`config.mk`:
```
export PLATFORM = sky130hd
export DESIGN_NAME = gf_digit_collector
export DESIGN_NICKNAME = d
export VERILOG_FILES = /design/src/rtl/gf_digit_collector.sv
export SDC_FILE = /design/constraint.sdc
export NUM_CORES = 1
export LEC_CHECK = 0
export BUFFER_PORTS_ARGS = -buffer_cell sky130_fd_sc_hd__buf_2
export CORE_MARGIN = 2
export CORE_UTILIZATION = 45
export CTS_CLUSTER_SIZE = 16
export DETAILED_ROUTE_END_ITERATION = 12
export PLACE_DENSITY = 0.71
export SETUP_SLACK_MARGIN = 0.05
export SYNTH_ARGS = -nofsm -noshare
export SYNTH_HDL_FRONTEND = slang
export SYNTH_SLANG_ARGS = --single-unit
```
`constraint.sdc`:
```
create_clock -name clk -period 3.9 [get_ports clk]
set_input_delay 0.39 -clock clk [delete_from_list [all_inputs] [get_ports clk]]
set_output_delay 0.39 -clock clk [all_outputs]
set_load 0.05 [all_outputs]
```
`src/rtl/gf_digit_collector.sv`:
```
// Output-end deserializer for the digit-serial GF(2^m) multiplier: packs MSB-first digits into M-bit words.
// Optional macro WORD_PARITY_EN adds an out_parity port carrying ^out_word.
module gf_digit_collector #(
    parameter int M = 16,
    parameter int D = 4
) (
    input  logic         clk,
    input  logic         rst,
    input  logic         in_valid,
    input  logic         in_sop,
    input  logic [D-1:0] in_digit,
    output logic         in_ready,
    output logic         out_valid,
    input  logic         out_ready,
    output logic [M-1:0] out_word,
`ifdef WORD_PARITY_EN
    output logic         out_parity,
`endif
    output logic         sop_err
);

    localparam int N   = M / D;
    localparam int CW  = (N > 1) ? $clog2(N) : 1;
    // Shift register keeps the first N-1 digits; a dummy digit-wide register when N==1.
    localparam int SHW = (N > 1) ? (M - D) : D;

    logic [CW-1:0]  r_cnt;
    logic [SHW-1:0] r_sh;
    logic [M-1:0]   r_word;
    logic           r_valid;
    logic           r_err;
    logic           w_last;
    logic           w_in_ready;
    logic           w_accept;
    logic           w_drain;
    logic [M-1:0]   w_word_next;

    assign w_last      = (r_cnt == CW'(N - 1));
    assign w_in_ready  = !(w_last && r_valid && !out_ready);
    assign w_accept    = in_valid && w_in_ready;
    assign w_drain     = r_valid && out_ready;
    assign w_word_next = M'({r_sh, in_digit});

`ifdef WORD_PARITY_EN
    logic r_parity;

    always_ff @(posedge clk or negedge rst) begin
        if (!rst) begin
            r_parity <= 1'b0;
        end else if (w_accept && (N == 1 ? in_sop : (!in_sop && w_last && r_cnt != '0))) begin
            r_parity <= ^w_word_next;
        end
    end

    assign out_parity = r_parity;
`endif

    always_ff @(posedge clk or negedge rst) begin
        if (!rst) begin
            r_cnt   <= '0;
            r_sh    <= '0;
            r_word  <= '0;
            r_valid <= 1'b0;
            r_err   <= 1'b0;
        end else begin
            r_err <= 1'b0;
            if (w_drain) begin
                r_valid <= 1'b0;
            end
            if (w_accept) begin
                if (in_sop) begin
                    if (N == 1) begin
                        r_word  <= w_word_next;
                        r_valid <= 1'b1;
                    end else begin
                        // A start-of-word mid-frame restarts assembly with this digit.
                        if (r_cnt != '0) begin
                            r_err <= 1'b1;
                        end
                        r_sh  <= SHW'(in_digit);
                        r_cnt <= CW'(1);
                    end
                end else if (r_cnt == '0) begin
                    r_err <= 1'b1;
                end else if (w_last) begin
                    r_word  <= w_word_next;
                    r_valid <= 1'b1;
                    r_cnt   <= '0;
                end else begin
                    r_sh  <= SHW'({r_sh, in_digit});
                    r_cnt <= r_cnt + CW'(1);
                end
            end
        end
    end

    assign in_ready  = w_in_ready;
    assign out_valid = r_valid;
    assign out_word  = r_word;
    assign sop_err   = r_err;

endmodule

```
### Yosys cells after proc, flatten, opt, wreduce, memory -nomap -nowiden

Cells that the tools add are included.

| word-level totals | value |
|---|---|
| register bits after elaboration | 32 |
| input bits | 9 |
| output and inout bits | 19 |
| logic and storage cells | 37 |

| cells by class | value |
|---|---|
| add/subtract/negate cells | 1 |
| equal/unequal tests | 3 |
| muxes and demuxes | 15 |
| bitwise logic cells | 2 |
| reduce and logical (&&, ||, !) cells | 11 |

Operator list:

| operator | count |
|---|---|
| 2-to-1 mux 12 bit | 3 |
| 2-to-1 mux 1 bit | 9 |
| 2-to-1 mux 2 bit | 3 |
| logical AND 1 bit | 4 |
| != test 2 bit (second input constant) | 2 |
| AND reduction 4 bit | 1 |
| AND reduction 3 bit | 1 |
| adder 2 x 1 -> 2 bit (second input constant) | 1 |
| == test 2 bit (second input constant) | 1 |
| logical NOT 1 bit | 2 |
| logical NOT 2 bit | 1 |
| NOT 1 bit | 2 |
| AND reduction 2 bit | 1 |
| nonzero test 2 bit | 1 |

### Depth between registers and ports, before layout

Gate-level depths: netlist (run 1).

| logic depth | value |
|---|---|
| word-level depth | 6 |
| gate-level depth with buffers | 8 |

### Least setup slack after synthesis (run 1)

OpenSTA, ideal clock, no wires.

| path | value |
|---|---|
| path kind | reg2reg |
| start | reg r_valid (netlist: out_valid) |
| end | reg r_sh[0] |
| setup time | 0.125 ns |
| arrival time | 1.781 ns |
| data required time | 3.775 ns |
| slack | 1.994 ns |
| stages on the path, launching flop included | 5 |
| path buffers | 1 |
| clock period less this slack | 1.906 ns |
| cells stage by stage | dfrtp_1 -> nand3b_2 -> nand3_2 -> buf_4 -> mux2_2 |

| between the ends | value |
|---|---|
| longest elaborated chain between the ends | 5 |

RTL lines:

| element | line | source |
|---|---|---|
| start, declared | 30 | `logic r_valid;` |
| start signal, assigned | 63 | `r_valid <= 1'b0;` |
| start signal, assigned | 68 | `r_valid <= 1'b0;` |
| start signal, assigned | 74 | `r_valid <= 1'b1;` |
| logical AND 1 bit (2 in series) | 39 | `assign w_in_ready = !(w_last && r_valid && !out_ready);` |
| logical NOT 1 bit | 39 |  |
| net in_ready | 12 | `output logic in_ready,` |
| logical AND 1 bit | 40 | `assign w_accept = in_valid && w_in_ready;` |
| AND reduction 3 bit (no source line) | -- |  |
| end signal, assigned | 80 | `r_sh <= SHW'(in_digit);` |
| end signal, assigned | 90 | `r_sh <= SHW'({r_sh, in_digit});` |
| end, declared | 28 | `logic [SHW-1:0] r_sh;` |

The timed path passes the listed nets, and every way through them passes these cells.
A chain may end at the register's enable or synchronous reset.

### Worst setup path after layout (run 1)

| path | value |
|---|---|
| start | reg r_cnt[0] |
| end | reg r_word[3] (netlist: out_word[3]) |

| between the ends | value |
|---|---|
| longest elaborated chain between the ends | 6 |
| elaborated cells between the ends (all ways) | 8 |
| classes of those cells | eq/ne: 1; bitwise: 1; reduce/logical: 6 |

RTL lines:

| element | line | source |
|---|---|---|
| start, declared | 27 | `logic [CW-1:0] r_cnt;` |
| start signal, assigned | 91 | `r_cnt <= r_cnt + CW'(1);` |
| == test 2 bit | 38 | `assign w_last = (r_cnt == CW'(N - 1));` |
| logical AND 1 bit (2 in series) | 39 |  |
| logical NOT 1 bit | 39 |  |
| logical AND 1 bit | 40 |  |
| AND reduction 4 bit (no source line) (*) | -- |  |
| end signal, assigned | 73 | `r_word <= w_word_next;` |
| end signal, assigned | 86 | `r_word <= w_word_next;` |
| end, declared | 29 | `logic [M-1:0] r_word;` |

Mark *: on every way between the ends. The rest lies on a longest branch, timed or not.

==> impl_metrics.env, run 1 <==
export IMPL_cap_violations=0
export IMPL_setup_viol=0
export IMPL_slowest_delay_ns=0.78
export IMPL_r2r_cells=6
export IMPL_netlist_area_um2=1415
export IMPL_fin_crit_ns=2.175
export IMPL_routed_wl_met3_um=93
export IMPL_relSlewSlack_pct=40.44
export IMPL_postRouteAntennaNets=0
export IMPL_antenna_cells=0
export IMPL_clockBufferDepth=2
export IMPL_synth_area_top_cells="dfrtp_1 (57%), mux2_2 (14%), mux2_4 (11%)"
export IMPL_hold_path_class="in -> async"
export IMPL_multi_input_area_um2=556.8
export IMPL_post_cts_resized=0
export IMPL_grt_max_degree=33
export IMPL_path_clk_slew_ns=0.10
export IMPL_met2WireLength_um=885
export IMPL_dieWidth_um=60.08
export IMPL_clkLatencyLatePin_ns=0.33
export IMPL_antenna_found_initial=0
export IMPL_drc=0
export IMPL_ys_warn_count=0
export IMPL_top_layer_used="met4"
export IMPL_wl_mm=2.094
export IMPL_r2r_end="out_word[3]"
export IMPL_layout_worst_path_cycle_share_pct=55.76
export IMPL_status="finished clean"
export IMPL_drtIter0Drc=10
export IMPL_start_util_pct=46.74
export IMPL_path_max_fanout=16
export IMPL_drive_above_1_share_pct=52.80
export IMPL_grt_usage_pct=14.34
export IMPL_syn_inst=94
export IMPL_design_area_um2=1643
export IMPL_die_area_um2=3609
export IMPL_ios=28
export IMPL_drv_slew=0
export IMPL_worst_slew_pin_slew_ns=0.8934
export IMPL_port_buffers=27
export IMPL_grt_pass1_wl_mm=3.684
export IMPL_final_nets=137
export IMPL_cts_tree="built"
export IMPL_via_count=801
export IMPL_wl_met1_mm=1.048
export IMPL_num_rows=20
export IMPL_regToRegSetupSlack_ns=1.73
export IMPL_path_cells="inv_1 > ha_1 > inv_1 > ha_1 > and4_1 > mux2_2"
export IMPL_slowest_stage="and4_1"
export IMPL_avgSynthCellArea_um2=15.05
export IMPL_yosys_register_bits=32
export IMPL_gp_congestion=0.7361
export IMPL_cts_setup_buffers=0
export IMPL_htreeDepth=2
export IMPL_syn_nets=107
export IMPL_fmaxAchievable_mhz=459.8
export IMPL_setup_worst_path_class="reg -> reg"
export IMPL_fillCellCount=256
export IMPL_clk_root_buffer_cell="clkbuf_4"
export IMPL_seq_area_frac_synth_pct=56.59
export IMPL_vias_per_cell=4.740
export IMPL_worst_clock_skew_ns=0.005726
export IMPL_holdBufCountCts=0
export IMPL_cp_data_required_time_ns=4.13
export IMPL_firstDrtPassIters=4
export IMPL_post_dp_cell_area_um2=1563
export IMPL_cellLeakagePower_nw=0.8272
export IMPL_areaGrowthSynthToFinish_pct=16.09
export IMPL_hpwl_mm=1.462
export IMPL_max_vdd_ir_drop_mv=0.4342
export IMPL_cts_sinks=32
export IMPL_synth_cell_types=21
export IMPL_numCtsBuffers=5
export IMPL_hold_violations=0
export IMPL_yosys_area_top_type_share_pct=56.59
export IMPL_r2r_start="r_cnt[0]"
export IMPL_die_h_um=60.08
export IMPL_grt_pass1_vias=819
export IMPL_crit_arrival_ns=2.40
export IMPL_setup_worst_path_end_class="register"
export IMPL_core_area_um2=3028
export IMPL_rsz0062_at_grt="no"
export IMPL_finalSetupTns_ns=0
export IMPL_synth_largest_area_cell="dfrtp_1"
export IMPL_grt_overflow_total=0
export IMPL_seq_area_um2=800.8
export IMPL_whs_ns=0.08631
export IMPL_critPathLaunchType="register"
export IMPL_wl_per_cell_um=12.39
export IMPL_cellPowerDensity_nw_per_um2=849.2
-- stage by stage --
step                power [W]  utilization (%)  worst slack (ns)  instances
floorplan            0.001035                -             1.994         94
global route         0.001480            54.26             1.608        169
detailed placement   0.001163            51.61             1.709        161
global placement     0.001148            51.61             1.783        161
CTS                  0.001411            54.26             1.718        169
finish               0.001395            54.26             1.725        169
-- layer usage --
layer	up-vias	global-route usage, %
li1	387	-
met1	384	18.82
met2	24	19.72
met3	6	5.195
met4	0	9.524
met5	-	0
-- synth_stat cells (all sizes together) --
cell type and count:
nand2b 2, and3 1, o2111ai 1, ha 4
clkbuf 1, a21oi 2, a41o 1, dfrtp 32
o31ai 1, and4 1, nand3 1, nand3b 1
mux2 28, buf 3, nand2 1, nor2b 9
and2b 1, inv 4
-- cell type report --
| type | count | area share, % |
|---|---|---|
| flip-flops and latches | 32 | 48.74 |
| multi-input cells | 54 | 33.89 |
| repair buffers | 27 | 8.225 |
| well taps | 44 | 3.351 |
| clock inverters | 3 | 2.589 |
| clock buffers | 5 | 2.285 |
| inverters | 4 | 0.9139 |
-- critical path: cells and delay by family, from the launching register on --
| kind | cells | cell delay [ns] |
|---|---|---|
| adder cells (fa/ha/maj) | 2 | 0.35 |
| buffers and inverters | 2 | 0.12 |
| flip-flops | 1 | 0.40 |
| multiplexers | 1 | 0.41 |
| AND/OR/NAND/NOR | 1 | 0.78 |
-- state kept, by name, summed over array words and instances (netlist names) --
register,flops
r_cnt,2
r_sh,12
out_word,16
sop_err,1
out_valid,1
-- cells in the final DEF (no fill, tap or decap), drive strengths merged --
cell type / n
o2111ai: 1
nor2b: 9
dfrtp: 32
buf: 27
mux2: 28
nand3: 1
clkinvlp: 1
and2b: 1
inv: 4
clkbuf: 5
and3: 1
nand2: 1
clkinv: 1
bufinv: 1
nand3b: 1
ha: 4
and4: 1
o31ai: 1
nand2b: 2
a41o: 1
a21oi: 2
-- worst max path at each step --
stage | from | endpoint | slack, ns | depth (start not counted)
after CTS | r_cnt[0] | out_word[3] | 1.72 | 6
final | r_cnt[0] | out_word[3] | 1.73 | 6
after global placement | in_sop | out_word[3] | 1.78 | 5
after floorplan | out_valid | r_sh[0] | 1.99 | 4
after global routing | r_cnt[0] | out_word[1] | 1.61 | 6
after detailed placement | in_sop | out_word[3] | 1.71 | 5
-- where the power goes --
| part | internal [W] | switching (W) |
|---|---|---|
| combinational | 0.000217 | 0.000400 |
| clock | 0.000134 | 0.000112 |
| sequential | 0.000461 | 0.0000719 |
| total | 0.000811 | 0.000584 |
-- kinds of logic after synthesis --
family	Yosys count	share of synthesized area, %
mux	28	24.93
fa+ha+maj	4	3.537
flops	32	56.59
compound gates	5	2.564
simple gates	17	8.311
buf+inv	8	4.067
No activity file was read; power rests on OpenSTA's default activity.
==> run 2: changes to the inputs <==
Clock period 3.9 ns to 2.1 ns, I/O delays scaled along.
==> impl_metrics.env, run 2 (synthesis gave the netlist of run 1 again) <==
export IMPL_cts_tree="built"
export IMPL_relSlewSlack_pct=53.82
export IMPL_drive_above_1_share_pct=51.18
export IMPL_wl_per_cell_um=13.08
export IMPL_final_nets=139
export IMPL_antenna_cells=0
export IMPL_fmaxAchievable_mhz=533.5
export IMPL_post_cts_resized=0
export IMPL_layout_worst_path_cycle_share_pct=89.25
export IMPL_cap_violations=0
export IMPL_design_area_um2=1652
export IMPL_hpwl_mm=1.598
export IMPL_finalSetupTns_ns=0
export IMPL_hold_violations=0
export IMPL_via_count=824
export IMPL_worst_slew_pin_slew_ns=0.6927
export IMPL_setup_worst_path_class="reg -> reg"
export IMPL_finalNonFillerCells=171
export IMPL_totalPowerFinal_w=0.002508
export IMPL_cp_data_required_time_ns=2.32
export IMPL_dieWidth_um=60.08
export IMPL_max_vdd_ir_drop_mv=0.6846
export IMPL_post_dp_cell_area_um2=1583
export IMPL_numCtsBuffers=5
export IMPL_clk_root_buffer_cell="clkbuf_4"
export IMPL_final_cell_mix="dfrtp_1 (32), buf_2 (27), mux2_2 (18)"
export IMPL_worst_clock_skew_ns=0.005491
export IMPL_largest_reg_flops=16
export IMPL_port_buffers=27
export IMPL_die_area_um2=3609
export IMPL_drtIter0Drc=17
export IMPL_critPathLaunchType="register"
export IMPL_layout_commonest_cell="dfrtp_1"
export IMPL_cts_setup_buffers=0
export IMPL_status="finished clean"
export IMPL_cts_sinks=32
export IMPL_cellLeakagePower_nw=0.8309
export IMPL_path_clk_slew_ns=0.09
export IMPL_drv_slew=0
export IMPL_num_rows=20
export IMPL_grt_pass1_vias=805
export IMPL_firstDrtPassIters=3
export IMPL_path_cells="inv_1 > ha_1 > ha_1 > and2b_2 > nand3_2 > mux2_2"
export IMPL_cellPowerDensity_nw_per_um2=1518
export IMPL_grt_max_degree=33
export IMPL_grt_overflow_total=0
export IMPL_fin_crit_ns=1.874
export IMPL_vias_per_cell=4.819
export IMPL_postRouteAntennaNets=0
export IMPL_whs_ns=0.1301
export IMPL_rsz0062_at_grt="no"
export IMPL_drc=0
export IMPL_path_max_fanout=12
export IMPL_htreeDepth=2
export IMPL_slowest_stage="dfrtp_1"
export IMPL_core_area_um2=3028
export IMPL_numPlacedInstances=162
export IMPL_antenna_found_initial=0
export IMPL_setup_worst_path_end_class="register"
export IMPL_clockBufferDepth=2
export IMPL_crit_arrival_ns=2.09
export IMPL_crit_family="simple AND/OR/NAND/NOR gates"
export IMPL_grt_pass1_wl_mm=3.815
export IMPL_clkLatencyLatePin_ns=0.33
export IMPL_start_util_pct=46.74
export IMPL_slowest_delay_ns=0.41
export IMPL_wl_mm=2.237
export IMPL_path_common_cell="ha_1"
export IMPL_setup_viol=0
export IMPL_hold_path_class="in -> reg"
export IMPL_crit_buf_inv=1
export IMPL_areaGrowthSynthToFinish_pct=16.71
export IMPL_gp_congestion=0.7194
export IMPL_ios=28
export IMPL_holdBufCountCts=1
export IMPL_grt_usage_pct=14.64
export IMPL_die_h_um=60.08
==> run 2: changes by cell type in the layout (fill, tap and decap cells not counted), sizes merged <==
cell and delta:
clkinv -1, clkinvlp -1, dlygate4sd3 +1, clkbuf +3, bufinv -1, buf +1
==> run 2: final timing paths <==
check | depth (start not counted) | slack, ns | startpoint | end
setup / recovery | 6 | 0.23 | r_cnt[0] | r_sh[7]
hold / removal | 2 | 0.13 | in_digit[2] | r_sh[2]
setup reg to reg | 6 | 0.23 | r_cnt[0] | r_sh[7]
hold reg to reg | 1 | 0.51 | out_word[4] | out_word[4]
max in group asynchronous | 2 | 1.20 | rst | out_word[4]
min in group asynchronous | 2 | 0.45 | rst | r_sh[10]
==> run 2: power by group <==
part	switching, W	internal, W	leakage, nW	total, W
registers	0.000136	0.000856	0.407	0.000992
clock network	0.000189	0.000165	0.0326	0.000354
logic	0.000750	0.000412	0.392	0.00116
total	0.00108	0.00143	0.831	0.00251
==> run 2: final cells by class <==
cell class	count	area (um2)
Clock buffer	8	58.81
Sequential cell	32	800.8
Tap cell	44	55.05
Fill cell	276	1376
Inverter	4	15.01
Multi-Input combinational cell	54	556.8
Timing Repair Buffer	29	165.2
==> run 2: through the flow <==
step / setup WS, ns / utilization, %
final: 0.2257 / 54.55
after global placement: 0.3058 / 52.27
after detailed placement: 0.2287 / 52.27
after global routing: 0.1199 / 54.55
after CTS: 0.2168 / 54.55
after floorplan: 0.1942 / -
==> run 2: metal layers <==
| metal | routed length [um] | GRT usage (%) | vias to the layer above |
|---|---|---|---|
| li1 | - | - | 393 |
| met5 | 0 | 0 | - |
| met1 | 986 | 18.42 | 405 |
| met2 | 1111 | 22.52 | 23 |
| met3 | 110 | 6.494 | 3 |
| met4 | 29 | 4.762 | 0 |
==> run 2: worst register-to-register path, stage by stage (launching register included) <==
cell	delay, ns
dfrtp_1	0.41
inv_1	0.06
ha_1	0.22
ha_1	0.18
and2b_2	0.26
nand3_2	0.27
mux2_2	0.37
